`src/rtl/cdrive_sync_rx.sv`:
```
// Clocked receive stage for one cSplitter branch: synchronizes the async drive event, buffers the word in an FWFT FIFO, returns a free pulse.
// Optional overflow detection is enabled with `define CDRIVE_SYNC_RX_OVF_EN.
module cdrive_sync_rx #(
  parameter int DATA_WIDTH        = 32,
  parameter int DEPTH             = 4,
  parameter int SYNC_STAGES       = 2,
  parameter int FREE_PULSE_CYCLES = 2
) (
  input  logic                    clk,
  input  logic                    rstn,
  input  logic                    i_drive,
  input  logic [DATA_WIDTH-1:0]   i_data,
  output logic                    o_free,
  output logic                    o_valid,
  output logic [DATA_WIDTH-1:0]   o_data,
  input  logic                    i_ready,
  output logic [$clog2(DEPTH):0]  o_level,
  output logic                    o_ovf
);
  localparam int AW = $clog2(DEPTH);
  localparam int LW = AW + 1;
  localparam int CW = $clog2(FREE_PULSE_CYCLES + 1);
  localparam logic [LW-1:0] FULL_LVL = LW'(DEPTH);
  localparam logic [CW-1:0] LAST = CW'((FREE_PULSE_CYCLES > 1) ? FREE_PULSE_CYCLES - 2 : 0);

  typedef enum logic [1:0] {IDLE, PEND, PULSE} state_t;

  logic [SYNC_STAGES-1:0] sync_q;
  logic                   hist;
  logic                   ev;
  logic [DATA_WIDTH-1:0]  mem [DEPTH];
  logic [AW-1:0]          wptr, rptr;
  logic [LW-1:0]          level, lvl_nxt;
  logic                   full, push, pop;
  state_t                 state, state_nxt;
  logic [CW-1:0]          cnt, cnt_nxt;

  always_ff @(posedge clk or negedge rstn) begin
    if (!rstn) begin
      sync_q <= '0;
      hist   <= 1'b0;
    end else begin
      sync_q <= {sync_q[SYNC_STAGES-2:0], i_drive};
      hist   <= sync_q[SYNC_STAGES-1];
    end
  end

  assign ev   = sync_q[SYNC_STAGES-1] & ~hist;
  assign full = (level == FULL_LVL);
  assign pop  = o_valid & i_ready;
  // A push into a full FIFO is only allowed when the head leaves in the same cycle.
  assign push = ev & (~full | pop);

  always_comb begin
    lvl_nxt = level;
    case ({push, pop})
      2'b10:   lvl_nxt = level + 1'b1;
      2'b01:   lvl_nxt = level - 1'b1;
      default: lvl_nxt = level;
    endcase
  end

  always_ff @(posedge clk) begin
    if (push) mem[wptr] <= i_data;
  end

  always_ff @(posedge clk or negedge rstn) begin
    if (!rstn) begin
      wptr  <= '0;
      rptr  <= '0;
      level <= '0;
    end else begin
      if (push) wptr <= wptr + 1'b1;
      if (pop)  rptr <= rptr + 1'b1;
      level <= lvl_nxt;
    end
  end

  assign o_level = level;
  assign o_valid = (level != '0);
  assign o_data  = o_valid ? mem[rptr] : '0;

  always_ff @(posedge clk or negedge rstn) begin
    if (!rstn) begin
      state <= IDLE;
      cnt   <= '0;
    end else begin
      state <= state_nxt;
      cnt   <= cnt_nxt;
    end
  end

  always_comb begin
    state_nxt = state;
    cnt_nxt   = cnt;
    case (state)
      IDLE: if (ev) state_nxt = PEND;
      PEND: begin
        // The PEND cycle that releases the slot is already the first o_free cycle.
        if (lvl_nxt < FULL_LVL) begin
          state_nxt = (FREE_PULSE_CYCLES > 1) ? PULSE : IDLE;
          cnt_nxt   = '0;
        end
      end
      PULSE: begin
        if (cnt == LAST) state_nxt = IDLE;
        else             cnt_nxt   = cnt + 1'b1;
      end
      default: state_nxt = IDLE;
    endcase
  end

  always_comb begin
    o_free = 1'b0;
    case (state)
      PEND:    o_free = (lvl_nxt < FULL_LVL);
      PULSE:   o_free = 1'b1;
      default: o_free = 1'b0;
    endcase
  end

`ifdef CDRIVE_SYNC_RX_OVF_EN
  logic ovf_q;
  always_ff @(posedge clk or negedge rstn) begin
    if (!rstn)                                          ovf_q <= 1'b0;
    else if (ev && ((state != IDLE) || (full && !pop))) ovf_q <= 1'b1;
  end
  assign o_ovf = ovf_q;
`else
  assign o_ovf = 1'b0;
`endif
endmodule
```
`config.mk`:
```
export PLATFORM = sky130hd
export DESIGN_NAME = cdrive_sync_rx
export DESIGN_NICKNAME = d
export VERILOG_FILES = /design/src/rtl/cdrive_sync_rx.sv
export SDC_FILE = /design/constraint.sdc
export NUM_CORES = 1
export LEC_CHECK = 0
export CORE_ASPECT_RATIO = 1.5
export CORE_UTILIZATION = 55
export DETAILED_ROUTE_END_ITERATION = 10
export GPL_TIMING_DRIVEN = 1
export HOLD_SLACK_MARGIN = 0.08
export PLACE_DENSITY = 0.91
export REMOVE_ABC_BUFFERS = 1
export SYNTH_ARGS = -nofsm -noshare
export SYNTH_HDL_FRONTEND = slang
export SYNTH_SLANG_ARGS = --single-unit
```
`constraint.sdc`:
```
create_clock -name clk -period 3 [get_ports clk]
set_input_delay 0.45 -clock clk [delete_from_list [all_inputs] [get_ports clk]]
set_output_delay 0.45 -clock clk [all_outputs]
set_load 0.05 [all_outputs]
```
==> results.py, run 1 <==
metrics = {
    "run_status": {
        "status": "finished with violations",
        "violations": "design-rule violations",
    },
    "final_layout": {
        "final_cell_mix": "128 x edfxtp_1, 47 x clkdlybuf4s50_1, 32 x mux4_2, 32 x and2_1, 23 x dlygate4sd2_1",
        "final_net_count": 424,
        "fin_area_um2": 7280,
        "drive_above_1_share_pct": 22.5,
        "final_cells": 508,
        "nFillCells": 575,
        "final_common_cell": "edfxtp_1",
        "synthToLayoutAreaGrowth_pct": 28.5,
        "antenna_cells": 0,
    },
    "route": {
        "ant_nets": 0,
        "num_vias": 2906,
        "drt_iter0_drc": 175,
        "post_drt_via_cell_ratio": 5.72,
        "drt_pass1_iterations": 8,
        "wl_per_cell_um": 20.9,
        "totalWireLength_um": 10600,
        "route.detailed.drc": 7,
    },
    "timing": {
        "hold_ws_ps": 350,
        "worstMarginPinSlew_ps": 604,
        "relSlewSlack_pct": 59.6,
        "finalHoldViolCount": 0,
        "layout_setup_ws_ps": 126,
        "layout_min_cycle_time_ps": 2870,
        "rsz0062_at_grt": "false",
        "post-route-period-util_pct": 95.8,
        "max_freq_ghz": 0.348,
        "finalClockSkew_ps": 4.52,
        "drv_slew": 0,
        "setup_violations": 0,
    },
    "run": {
        "max_cap_violations": 0,
    },
    "die": {
        "die_area_um2": 10700,
        "io_pins": 74,
        "fp.dieH_um": 126,
        "design.core.area_um2": 10100,
        "num_rows": 45,
        "initial_utilization_pct": 56.2,
        "chipWidth_um": 84.9,
    },
    "global_routing": {
        "grt_pass1_vias": 3133,
        "grt_remaining_overflow": 0,
        "antenna_found_initial": 0,
        "grt_max_degree": 33,
        "grt_use_total_pct": 21.9,
        "grt_pass1_wl_um": 17000,
    },
    "setup_path": {
        "crit_path_end_kind": "primary output",
        "crit_required_ps": 2550,
        "critPathKind": "flop to primary output",
        "start_kind": "flop",
        "crit_arrival_ps": 2420,
        "critPathMaxFanout": 10,
    },
    "cts": {
        "cts_root_buf": "clkbuf_16",
        "clock_sink_count": 142,
        "cts_htree_levels": 4,
        "cts_tree": "done",
        "path_clk_slew_ps": 50,
        "cts_hold_buffers": 0,
        "insertion_delay_ps": 410,
        "cts_buffers": 17,
        "cts.path.max_buffers": 2,
    },
    "synthesis": {
        "synth_edf_count": 128,
        "ys_types": 31,
        "synth_area_per_cell_um2": 19.7,
        "async_reset_ff_share_pct": 9.86,
        "syn_inst": 287,
        "ys_ff_latch": 142,
        "synth_flop_cell": "edfxtp_1",
        "ys_seq_area_share_pct": 74.0,
        "ys_warn_count": 0,
        "syn-cell-area_um2": 5660,
    },
    "hold_path": {
        "hold_path_class": "flop to flop",
    },
    "placement": {
        "place.gp.congestion": 0.677,
        "placedCellCount": 475,
        "post-dp-hpwl_um": 6590,
        "place_area_um2": 6640,
        "pre_cts_slack_ps": 34.2,
        "port_buffers": 72,
    },
    "power": {
        "p_leak_nw": 2.55,
        "cellPowerDensity_nw_per_um2": 1140,
        "vdd_drop_max_uv": 780,
        "power.total_mw": 8.31,
    },
}
power by group:
group / total [mW] / internal, mW / switching, mW / leakage, nW
clock network: 2.25 / 1.50 / 0.750 / 0.299
logic: 3.48 / 1.33 / 2.15 / 0.929
registers: 2.58 / 2.43 / 0.153 / 1.33
kinds of logic (layout without fill, tap and decap cells):
kind of cell               Yosys count  in the layout  synth area share, %
DFF                                142            142                 74.0
and+or+nand+nor                     57             57                 5.92
muxes                               34             34                 13.3
buffers and inverters               23            127                 1.68
AOI/OAI and AO/OA                   16             16                 2.08
adders and majority gates           10             10                 2.34
xor gates and xnor gates             4              4                0.618
other                                1              1               0.0662
repair_timing:
action / CTS / global route
cloned: 0 / 0
pin swaps: 2 / 1
endpoints found under the setup margin: 24 / 9
resized for setup: 29 / 0
buffers inserted: 0 / 1
metal layers:
metal	up-vias	wire length (µm)	global-route usage, %
met5	-	0	0
met1	1498	4100	27.0
met3	20	460	5.34
met2	86	5800	36.8
li1	1302	-	-
met4	0	240	10.4
cell type report:
cell class                 count  area (µm²)  area share [%]
sequential                   142        4200            57.7
multi-input combinational    122        1400            19.2
timing repair buffer          85         860            11.8
clock buffer                  22         454            6.24
clock inverter                10         185            2.54
tap                          117         146            2.01
inverter                      10        37.5           0.516
worst paths after layout:
check | from | endpoint | slack, ps | cells past startpoint
max | rptr[0] | o_data[15] | 130 | 3
min | sync_q[0] | sync_q[1] | 350 | 0
max reg2reg | sync_q[1] | state[1] | 680 | 8
min reg2reg | sync_q[0] | sync_q[1] | 350 | 0
max in group asynchronous | rstn | rptr[0] | 2140 | 1
min in group asynchronous | rstn | state[1] | 430 | 1
Yosys cell counts (2+ instances only):
cell | n | area (µm²)
edfxtp_1 | 128 | 3840
and2_1 | 37 | 231
mux4_2 | 32 | 721
dfrtp_1 | 14 | 350
inv_1 | 10 | 37.5
ha_1 | 9 | 113
clkbuf_1 | 8 | 30.0
nand2_1 | 7 | 26.3
o21ai_0 | 5 | 25.0
buf_2 | 4 | 20.0
xnor2_1 | 4 | 35.0
nand3_1 | 3 | 15.0
nand4_1 | 3 | 18.8
a21o_1 | 2 | 15.0
a21oi_1 | 2 | 10.0
mux2_4 | 2 | 30.0
nor2_1 | 2 | 7.51
o211ai_1 | 2 | 15.0
state kept, by name, summed over array words and instances, names as in the netlist:
signal   count
mem        128
o_level      3
cnt          2
rptr         2
state        2
sync_q       2
wptr         2
hist         1
critical path: stages, from the launching register on:
cell and delay, ps:
dfrtp_2 580, mux4_2 550, and2_1 180, clkdlybuf4s50_1 710
metrics by stage:
step                      TNS, ps  utilization (%)
after detailed placement        0             65.9
after CTS                       0             72.2
after global placement          0             65.9
final                           0             72.2
after floorplan              -842                -
after global routing            0             72.2
Note: power is estimated with default switching activity, not from simulation.
==> run 2, diff against run 1 <==
CORE_ASPECT_RATIO = 1.2   (was 1.5)
CORE_UTILIZATION = 49   (was 55)
PLACE_DENSITY = 0.86   (was 0.91)
clock period = 2.4 ns   (was 3 ns; I/O delays follow)
==> run 2 against run 1 <==
Compared with the run above:
- the flow finishes with violations (negative setup slack)
- worst setup slack lost 450 ps
- first-iteration DRC count grew 25%
- critical path depth grew 5
- core utilization shrank 6.3 points
- non-clock buffer count grew 12
- sequential cell count is the same
- clock skew grew 2.8 ps
- via count grew 2.9%
- global-route usage shrank 2.2 points
==> results.py, run 2 (synthesis gave the netlist of run 1 again) <==
metrics = {
    "setup_path": {
        "path_cells": "or3_4 > buf_4 > a211o_1 > a21o_1 > and2_4 > o21ai_2 > buf_4 > buf_12",
        "path_common_cell": "buf_4",
        "reg2reg_depth": 7,
        "crit_path_end_kind": "primary output",
        "r2r-end": "state[1]",
        "r2r_slack_ps": 210,
        "critPathMaxFanout": 4,
        "critical_path.max_stage_delay_ps": 400,
        "crit_arrival_ps": 2360,
        "crit_required_ps": 2040,
        "reg2reg_from": "o_level[0]",
        "slowest_stage": "or3_4",
        "critPathKind": "flop to primary output",
        "start_kind": "flop",
    },
    "power": {
        "pwr-share-comb_pct": 45.0,
        "p_leak_nw": 2.60,
        "vdd_drop_max_uv": 760,
        "cellPowerDensity_nw_per_um2": 1410,
        "p_int_mw": 6.49,
        "power.share.switching_pct": 37.5,
        "seq_power_share_pct": 30.4,
        "power.switching_mw": 3.90,
        "p_clk_share_pct": 24.7,
    },
    "run": {
        "max_cap_violations": 0,
    },
    "timing": {
        "finalClockSkew_ps": 7.32,
        "relSlewSlack_pct": 57.9,
        "rsz0062_at_grt": "true",
        "max_freq_ghz": 0.367,
        "tns_ps": -323,
        "finalHoldViolCount": 0,
        "setup_violations": 1,
        "hold_ws_ps": 335,
        "layout_min_cycle_time_ps": 2720,
        "post-route-period-util_pct": 113,
        "worstMarginPinSlew_ps": 630,
        "layout_setup_ws_ps": -323,
        "drv_slew": 0,
    },
    "global_routing": {
        "grt_remaining_overflow": 0,
        "grt_pass1_wl_um": 16800,
        "grt_pass1_vias": 3301,
        "antenna_found_initial": 0,
        "grt_use_total_pct": 19.7,
        "grt_max_degree": 38,
    },
    "die": {
        "design.core.area_um2": 11100,
        "fp.dieH_um": 120,
        "io_pins": 74,
        "initial_utilization_pct": 50.8,
        "chipWidth_um": 100,
        "num_rows": 42,
        "die_area_um2": 12000,
    },
    "route": {
        "drt_pass1_iterations": 4,
        "wl_per_cell_um": 19.2,
        "ant_nets": 0,
        "num_vias": 2991,
        "route.detailed.drc": 0,
        "drt_iter0_drc": 218,
        "post_drt_via_cell_ratio": 5.37,
        "totalWireLength_um": 10700,
    },
    "cts": {
        "cts.path.max_buffers": 2,
        "cts_root_buf": "clkbuf_16",
        "cts_htree_levels": 4,
        "cts_buffers": 17,
        "cts_tree": "done",
        "path_clk_slew_ps": 60,
        "clock_sink_count": 142,
        "insertion_delay_ps": 410,
        "cts_hold_buffers": 0,
    },
    "final_layout": {
        "synthToLayoutAreaGrowth_pct": 29.7,
        "final_cell_mix": "128 x edfxtp_1, 48 x buf_4, 38 x clkdlybuf4s50_1, 32 x mux4_2, 32 x and2_1",
        "final_common_cell": "edfxtp_1",
        "largest_register": "mem",
        "largest_reg_flops": 128,
        "drive_above_1_share_pct": 33.3,
        "nFillCells": 787,
        "final_net_count": 436,
        "antenna_cells": 0,
    },
    "placement": {
        "port_buffers": 72,
        "pre_cts_slack_ps": -409,
        "post-dp-hpwl_um": 6640,
        "place.gp.congestion": 0.798,
    },
    "run_status": {
        "violations": "negative setup slack",
        "status": "finished with violations",
    },
    "hold_path": {
        "hold_path_class": "input port to async pin",
    },
}
run 2: layout make-up:
cell class / instances / area, µm² / share of cell area [%]
clock buffers: 19 / 433 / 5.89
clock inverters: 13 / 148 / 2.01
inverters: 10 / 37.5 / 0.511
multi-input cells: 122 / 1390 / 19.0
flip-flops and latches: 142 / 4200 / 57.1
well taps: 154 / 193 / 2.62
repair buffers: 97 / 943 / 12.8
run 2: per-stage QoR:
stage / power, mW / util (%) / cell area (µm²) / std cells
2_1_floorplan: 6.29 / - / 5610 / 274
3_3_place_gp: 7.66 / 60.3 / 6720 / 522
3_5_place_dp: 7.79 / 60.3 / 6720 / 522
4_1_cts: 10.4 / 65.9 / 7340 / 556
5_1_grt: 10.8 / 65.9 / 7340 / 557
6_report: 10.4 / 65.9 / 7340 / 557
run 2: power by group through the flow:
stage | Clock (mW) | Combinational (mW) | Sequential, mW
6_report | 2.56 | 4.67 | 3.15
5_1_grt | 2.71 | 4.93 | 3.17
4_1_cts | 2.60 | 4.68 | 3.15
3_5_place_dp | 0 | 4.59 | 3.20
3_3_place_gp | 0 | 4.49 | 3.17
2_1_floorplan | 0 | 2.84 | 3.45
run 2: what timing repair did:
item,4_1_cts,5_1_grt
pin swaps,4,1
endpoints found under the setup margin,3,1
gates resized for setup,7,0
setup buffers,2,1
run 2: per-layer routing:
metal | vias to the layer above | part of all wire, % | wire [µm] | track usage [%]
li1 | 1339 | - | - | -
met1 | 1538 | 40 | 4320 | 22.7
met2 | 86 | 53 | 5620 | 33.7
met3 | 28 | 4.3 | 459 | 5.65
met4 | 0 | 2.6 | 273 | 9.33
met5 | - | 0 | 0 | 0
run 2: how the worst max path moves through the flow:
stage               cells after the start        from     end  slack [ps]
detailed placement                      9     i_ready  o_free        -410
global placement                        9     i_ready  o_free        -310
floorplan                               7  o_level[0]  o_free       -1350
CTS                                     9  o_level[0]  o_free        -350
global route                            9  o_level[0]  o_free        -390
finish                                  8  o_level[0]  o_free        -320
run 2: worst max-delay path: cells and delay by family, from the launching register on:
kind                   cells  cell delay (ps)
flip-flops                 1              390
AND/OR/NAND/NOR            2              550
AO/OA/AOI/OAI              3              580
buffers and inverters      3              410
==> run 3, diff against run 2 <==
CAP_MARGIN = 20   (was default)
CORE_MARGIN = 2   (was default)
CTS_BUF_LIST = sky130_fd_sc_hd__clkbuf_16   (was default)
==> run 3 against run 2 <==
Compared with the run above:
- combinational power fell by 1%
- global-route usage fell by 1.7 points
- the flow still finishes with violations (negative setup slack)
- critical path type unchanged
- clock-buffer cell count fell by 2
- first-iteration DRC count fell by 44%
- total power fell by 0.43%
- largest cell class unchanged
- via count fell by 2.0%
- sequential share of layout area fell by 0.20 points
- worst hold slack improved by 28 ps
==> results.py, run 3 (synthesis gave the netlist of run 1 again) <==
metrics = {
    "die": {
        "chipWidth_um": 102,
        "num_rows": 43,
        "initial_utilization_pct": 49.7,
        "design.core.area_um2": 11400,
        "io_pins": 74,
        "die_area_um2": 12400,
        "fp.dieH_um": 122,
    },
    "placement": {
        "place.gp.congestion": 0.759,
        "post-dp-hpwl_um": 6550,
        "pre_cts_slack_ps": -355,
        "port_buffers": 72,
    },
    "global_routing": {
        "grt_remaining_overflow": 0,
        "grt_pass1_vias": 3281,
        "grt_pass1_wl_um": 16200,
        "grt_max_degree": 38,
        "grt_use_total_pct": 18.0,
        "antenna_found_initial": 0,
    },
    "timing": {
        "drv_slew": 0,
        "worstMarginPinSlew_ps": 691,
        "layout_min_cycle_time_ps": 2620,
        "setup_violations": 1,
        "tns_ps": -217,
        "layout_setup_ws_ps": -217,
        "relSlewSlack_pct": 53.8,
        "finalClockSkew_ps": 14.7,
        "max_freq_ghz": 0.382,
        "finalHoldViolCount": 0,
        "post-route-period-util_pct": 109,
        "rsz0062_at_grt": "true",
    },
    "cts": {
        "clock_sink_count": 142,
        "insertion_delay_ps": 410,
        "cts_htree_levels": 4,
        "cts_tree": "done",
        "path_clk_slew_ps": 50,
        "cts_buffers": 17,
        "cts.path.max_buffers": 2,
        "cts_root_buf": "clkbuf_16",
    },
    "setup_path": {
        "crit_arrival_ps": 2260,
        "crit_required_ps": 2040,
        "start_kind": "flop",
        "worstSetupStartpoint": "o_level[1]",
        "reg2reg_depth": 9,
        "r2r-end": "state[0]",
        "r2r_slack_ps": 110,
        "critPathKind": "flop to primary output",
        "crit_path_end_kind": "primary output",
        "reg2reg_from": "o_level[1]",
        "critPathMaxFanout": 2,
        "endpoint": "o_free",
    },
    "power": {
        "p_leak_nw": 2.62,
        "power.share.switching_pct": 37.1,
        "p_int_mw": 6.51,
        "cellPowerDensity_nw_per_um2": 1400,
        "power.switching_mw": 3.84,
        "p_clk_share_pct": 24.4,
        "seq_power_share_pct": 31.0,
        "pwr-share-comb_pct": 44.7,
        "vdd_drop_max_uv": 1090,
    },
    "final_layout": {
        "nFillCells": 790,
        "antenna_cells": 0,
        "largest_reg_flops": 128,
        "drive_above_1_share_pct": 33.3,
        "final_net_count": 438,
        "synthToLayoutAreaGrowth_pct": 30.2,
        "largest_register": "mem",
        "multi_input_area_um2": 1400,
        "final_cell_mix": "128 x edfxtp_1, 50 x buf_4, 38 x clkdlybuf4s50_1, 32 x mux4_2, 32 x and2_1",
        "regArea_um2": 4200,
        "final_common_cell": "edfxtp_1",
    },
    "route": {
        "drt_pass1_iterations": 4,
        "num_vias": 2931,
        "route.detailed.drc": 0,
        "wl_per_cell_um": 18.5,
        "post_drt_via_cell_ratio": 5.22,
        "ant_nets": 0,
        "totalWireLength_um": 10400,
        "drt_iter0_drc": 123,
    },
    "run_status": {
        "violations": "negative setup slack",
        "status": "finished with violations",
    },
    "run": {
        "max_cap_violations": 0,
    },
    "hold_path": {
        "hold_path_class": "flop to flop",
    },
}
-- run 3: cell types whose count changed in the layout (fill, tap and decap cells not counted), sizes merged --
cell	before	now
clkbuf	19	17
inv	10	12
clkinvlp	2	0
clkinv	8	10
buf	59	61
-- run 3: final cells by class --
class / instances / area share (%)
flip-flops and latches: 142 / 56.9
multi-input cells: 122 / 19.0
repair buffers: 99 / 13.0
clock buffers: 17 / 5.77
well taps: 157 / 2.66
clock inverters: 15 / 2.07
inverters: 10 / 0.509
-- run 3: layer usage --
layer	part of all wire (%)	GRT usage [%]	up-vias	routed length, µm
met2	55	32.1	79	5700
met1	39	20.3	1504	4070
met5	0	0	-	0
li1	-	-	1336	-
met3	5.1	5.85	12	527
met4	1.0	6.00	0	105
-- run 3: worst max-delay path, stage by stage (launching register included) --
cell and delay, ps:
dfrtp_1 390, or3_4 400, nand3_2 90, fa_2 200
nand4_1 110, a21o_1 220, and2_4 150, o21ai_4 140
buf_12 150
-- run 3: through the flow --
step                cell area [µm²]  util, %  power [mW]  instances  hold WS [ps]
floorplan                      5610        -        6.29        274          64.4
global placement               6720     59.0        7.69        525           340
detailed placement             6720     59.0        7.80        525           340
CTS                            7360     64.6        10.4        562           366
global route                   7370     64.7        10.8        562           373
finish                         7370     64.7        10.3        562           363
-- run 3: how the worst min path moves through the flow --
stage / startpoint / end / slack (ps) / cells past startpoint
global placement: sync_q[0] / sync_q[1] / 340 / 0
global route: sync_q[0] / sync_q[1] / 370 / 0
CTS: sync_q[0] / sync_q[1] / 370 / 0
finish: sync_q[0] / sync_q[1] / 360 / 0
detailed placement: sync_q[0] / sync_q[1] / 340 / 0
floorplan: rstn / cnt[0] / 60 / 0
-- run 3: timing repair --
| action | CTS | global route |
|---|---|---|
| resized for setup | 7 | 3 |
| buffers inserted | 6 | 0 |
| setup endpoints to repair | 4 | 35 |
| pin swaps | 6 | 4 |
| hold buffers | 0 | 0 |
-- run 3: power by group through the flow --
stage | sequential, mW | clock, mW | combinational [mW]
floorplan | 3.45 | 0 | 2.84
global placement | 3.22 | 0 | 4.47
detailed placement | 3.25 | 0 | 4.55
CTS | 3.20 | 2.57 | 4.66
global route | 3.23 | 2.68 | 4.89
finish | 3.20 | 2.52 | 4.62
